--- src/rtl/seq_101_pattern_gen.sv ---
// Serial pattern generator: shifts a captured word out MSB first, rpt+1 times,
// while counting non-overlapping "101" occurrences in the emitted bit stream.
//
// state | meaning
// IDLE  | waiting for start; outputs low, exp_count holds last value
// SHIFT | emitting one pattern bit per clock
// DONE  | one-cycle completion pulse after the final bit
module seq_101_pattern_gen #(
  parameter int WIDTH = 16,
  parameter int CNT_W = 8
) (
  input  logic             clk,
  input  logic             reset,
  input  logic             start,
  input  logic [WIDTH-1:0] data,
  input  logic [3:0]       rpt,
  output logic             busy,
  output logic             out,
  output logic             out_valid,
  output logic             done,
  output logic [CNT_W-1:0] exp_count
);

  localparam int BW = (WIDTH > 1) ? $clog2(WIDTH) : 1;
  localparam logic [BW-1:0] LAST_IDX = BW'(WIDTH - 1);
  localparam logic [CNT_W-1:0] CNT_MAX = '1;

  typedef enum logic [1:0] {
    IDLE  = 2'd0,
    SHIFT = 2'd1,
    DONE  = 2'd2
  } state_t;

  typedef enum logic [1:0] {
    T0 = 2'd0,
    T1 = 2'd1,
    T2 = 2'd2
  } trk_t;

  state_t           state, state_nxt;
  trk_t             trk, trk_nxt;
  logic [WIDTH-1:0] word_q;
  logic [3:0]       pass_cnt;
  logic [BW-1:0]    bit_cnt;
  logic             cur_bit;
  logic             match;
  logic             last_bit;

  assign cur_bit  = word_q[bit_cnt];
  assign last_bit = (bit_cnt == '0) && (pass_cnt == '0);

  always_ff @(posedge clk or posedge reset) begin
    if (reset) begin
      state <= IDLE;
    end else begin
      state <= state_nxt;
    end
  end

  always_comb begin
    state_nxt = state;
    case (state)
      IDLE:    if (start) state_nxt = SHIFT;
      SHIFT:   if (last_bit) state_nxt = DONE;
      DONE:    state_nxt = IDLE;
      default: state_nxt = IDLE;
    endcase
  end

  always_comb begin
    busy      = 1'b0;
    out_valid = 1'b0;
    out       = 1'b0;
    done      = 1'b0;
    case (state)
      SHIFT: begin
        busy      = 1'b1;
        out_valid = 1'b1;
        out       = cur_bit;
      end
      DONE:    done = 1'b1;
      default: ;
    endcase
  end

  // Tracker restarts from T0 after a match, so matches never overlap.
  always_comb begin
    trk_nxt = trk;
    match   = 1'b0;
    case (trk)
      T0: trk_nxt = cur_bit ? T1 : T0;
      T1: trk_nxt = cur_bit ? T1 : T2;
      T2: begin
        trk_nxt = T0;
        match   = cur_bit;
      end
      default: trk_nxt = T0;
    endcase
  end

  // bit_cnt and pass_cnt are down-counters; last_bit is their joint terminal count.
  always_ff @(posedge clk or posedge reset) begin
    if (reset) begin
      word_q    <= '0;
      pass_cnt  <= '0;
      bit_cnt   <= '0;
      trk       <= T0;
      exp_count <= '0;
    end else begin
      case (state)
        IDLE: begin
          if (start) begin
            word_q    <= data;
            pass_cnt  <= rpt;
            bit_cnt   <= LAST_IDX;
            trk       <= T0;
            exp_count <= '0;
          end
        end
        SHIFT: begin
          if (bit_cnt == '0) begin
            bit_cnt <= LAST_IDX;
            if (pass_cnt != '0) pass_cnt <= pass_cnt - 4'd1;
          end else begin
            bit_cnt <= bit_cnt - BW'(1);
          end
          trk <= trk_nxt;
          if (match && (exp_count != CNT_MAX)) exp_count <= exp_count + CNT_W'(1);
        end
        default: ;
      endcase
    end
  end

endmodule
--- config.mk ---
export PLATFORM = sky130hd
export DESIGN_NAME = seq_101_pattern_gen
export DESIGN_NICKNAME = d
export VERILOG_FILES = /design/src/rtl/seq_101_pattern_gen.sv
export SDC_FILE = /design/constraint.sdc
export NUM_CORES = 1
export LEC_CHECK = 0
export CAP_MARGIN = 20
export CORE_MARGIN = 10
export CORE_UTILIZATION = 56
export DETAILED_ROUTE_END_ITERATION = 8
export PLACE_DENSITY = 0.85
export SETUP_SLACK_MARGIN = 0.1
export SYNTH_ARGS = -nofsm -noshare
export SYNTH_HDL_FRONTEND = slang
export SYNTH_SLANG_ARGS = --single-unit
--- constraint.sdc ---
create_clock -name clk -period 4.6 [get_ports clk]
set_clock_uncertainty 0.15 [all_clocks]
set_input_delay 0.46 -clock clk [delete_from_list [all_inputs] [get_ports clk]]
set_output_delay 0.46 -clock clk [all_outputs]
set_load 0.01 [all_outputs]
==> results.yml <==
drt:
  ant_nets: 0
  drt_wl_total_um: 3890
  dr.pass1.iters: 4
  drtIter0Drc: 117
  vias: 1490
  drc: 0
  vias_per_cell: 5.36
  wl_per_cell_um: 14.0
status:
  status: "complete, no violations"
pwr:
  swShare_pct: 37.5
  internal_power_uw: 827
  p_comb_share_pct: 44.2
  p_leak_uw: 0.00108
  ir_drop_v: 0.000287
  power.net_switching_uw: 497
  clkPwrFrac_pct: 13.1
  seqPwrFrac_pct: 42.7
  power.density_nw_per_um2: 581
clock_tree:
  holdBufCountCts: 0
  numCtsBuffers: 5
  cts_tree: "done"
  clkTransAtPathRegs_ns: 0.10
  ctsResizeCount: 0
  clk_path_buf_depth: 2
  clock-sinks: 36
  cts-root-buf: "clkbuf_4"
  clkLatencyLatePin_ns: 0.34
  htree_levels: 2
  post_cts_buffers: 0
setup_path:
  crit_arrival_ns: 2.76
  worstPathCellList: "mux4_1, mux4_2, nand2_1, inv_1, clkdlybuf4s50_1"
  crit_path_end_kind: "output port"
  cp_slowest_cell: "mux4_1"
  start_kind: "register"
  cp_max_fo: 10
  reg2reg_depth: 4
  required_ns: 3.99
  cpPeakStageDelay_ns: 0.61
  critPathKind: "register to output port"
placed_design:
  post_dp_cell_area_um2: 2220
  gp_congestion: 0.761
  place_inst: 270
  port_buffers: 34
  dpl.hpwl_um: 2880
global_routing:
  grt_pass1_vias: 1485
  antenna_found_initial: 0
  grt_pass1_wl_um: 6660
  grt_usage_pct: 13.2
  overflow: 0
  grt_max_degree: 37
layout:
  layout_common_cells: "68 x nand2_1, 36 x dfrtp_1, 34 x clkdlybuf4s50_1"
  fin_nets: 260
  layout_commonest_cell: "nand2_1"
  areaGrowthSynthToFinish_pct: 21.1
  instances_no_fill: 278
  fillers: 242
  drive_above_1_share_pct: 7.26
  diodes: 0
  final_cell_area_um2: 2280
floorplanning:
  dieWidth_um: 78.0
  dieArea_um2: 6080
  pin_count: 35
  core_area_um2: 3130
  rows: 20
  initial_utilization_pct: 60.2
  die_y_um: 78.0
sta:
  slew_viol_final: 0
  hold_viol_final: 0
  rsz0062_at_grt: "false"
  fin_crit_sh_pct: 73.2
  setup_viol: 0
  fin_tns_setup_ns: 0
  max_slew_margin_pct: 55.8
  timing.final.crit_period_ns: 3.37
  timing.fmax_mhz: 297
  worstMarginPinSlew_ns: 0.654
logic_synthesis:
  synthFlopType: "dfrtp_1"
  yosysWarnings: 0
  synthArstFlopShare_pct: 100
  synth-edff-count: 0
  synth_cell_types: 41
  synth_area_per_cell_um2: 9.41
  syn-cell-area_um2: 1880
  synthCells: 200
  synth_nets: 227
  ys_seq_elements: 36
  seq_area_frac_synth_pct: 47.9
hold_path:
  hold_depth: 2
  hp-class: "register to register"
flow_run:
  max-cap-violations: 0
-- area by class of cell --
class                      instances  area [um^2]  area share [%]
inverter                           8         30.0            1.32
clock buffer                       8         58.8            2.58
sequential                        36          901            39.5
multi-input combinational        146          880            38.6
timing repair buffer              36          355            15.6
tap                               44         55.1            2.41
-- state kept, by name, summed over array words and instances, names as in the netlist --
register and count:
word_q 16, exp_count 8, bit_cnt 4, pass_cnt 4, state 2, trk 2
-- synth_stat cells, drive strengths merged (5+ instances only) --
library cell | number | area, um^2
buf | 5 | 52.6
nand2 | 68 | 255
nand3 | 5 | 25.0
mux4 | 5 | 124
mux2i | 5 | 50.1
inv | 7 | 26.3
a21oi | 5 | 25.0
dfrtp | 36 | 901
nor2 | 11 | 41.3
clkbuf | 5 | 18.8
-- final timing paths --
kind                            start      endpoint  slack, ns
setup / recovery           bit_cnt[2]           out       1.23
hold / removal             word_q[11]    word_q[11]       0.33
hold reg to reg            word_q[11]    word_q[11]       0.33
min in group asynchronous       reset      state[0]       0.36
max in group asynchronous       reset    word_q[13]       3.63
setup reg to reg           bit_cnt[2]  exp_count[3]       2.14
-- cell families after synthesis --
| family | count (synthesis) | synth area share (%) |
|---|---|---|
| buffers and inverters | 18 | 5.39 |
| muxes | 10 | 9.24 |
| xor gates and xnor gates | 2 | 0.931 |
| adders and majority gates | 4 | 2.66 |
| and+or+nand+nor | 106 | 24.7 |
| DFF | 36 | 47.9 |
| AOI/OAI and AO/OA | 24 | 9.18 |
-- routing by layer --
| metal | vias up | global-route usage [%] | wire length, um |
|---|---|---|---|
| met5 | - | 0 | 0 |
| met4 | 0 | 3.76 | 34 |
| met3 | 4 | 5.65 | 212 |
| met2 | 34 | 20.3 | 1770 |
| met1 | 710 | 16.5 | 1870 |
| li1 | 742 | - | - |
-- per-stage QoR --
step                power (uW)  setup WS, ns  utilization, %  hold WS, ns
detailed placement        1160          1.61            71.0        0.311
finish                    1320          1.23            72.9        0.334
CTS                       1340          1.23            72.9        0.334
floorplan                 1000          2.27               -        0.287
global placement          1140          1.66            71.0        0.307
global route              1440          1.13            72.9        0.363
-- power by group through the flow --
stage	clock network, uW	logic [uW]	registers [uW]
after floorplan	0	465	537
after global placement	0	571	566
after detailed placement	0	588	571
after CTS	179	592	565
after global routing	195	663	586
final	174	585	566
-- critical path: cells and delay by family (launching register included) --
family	cells	cell delay, ns
mux	2	1.21
flops	1	0.55
buf+inv	2	0.52
simple gates	1	0.13
No activity file was read; power rests on OpenSTA's default activity.
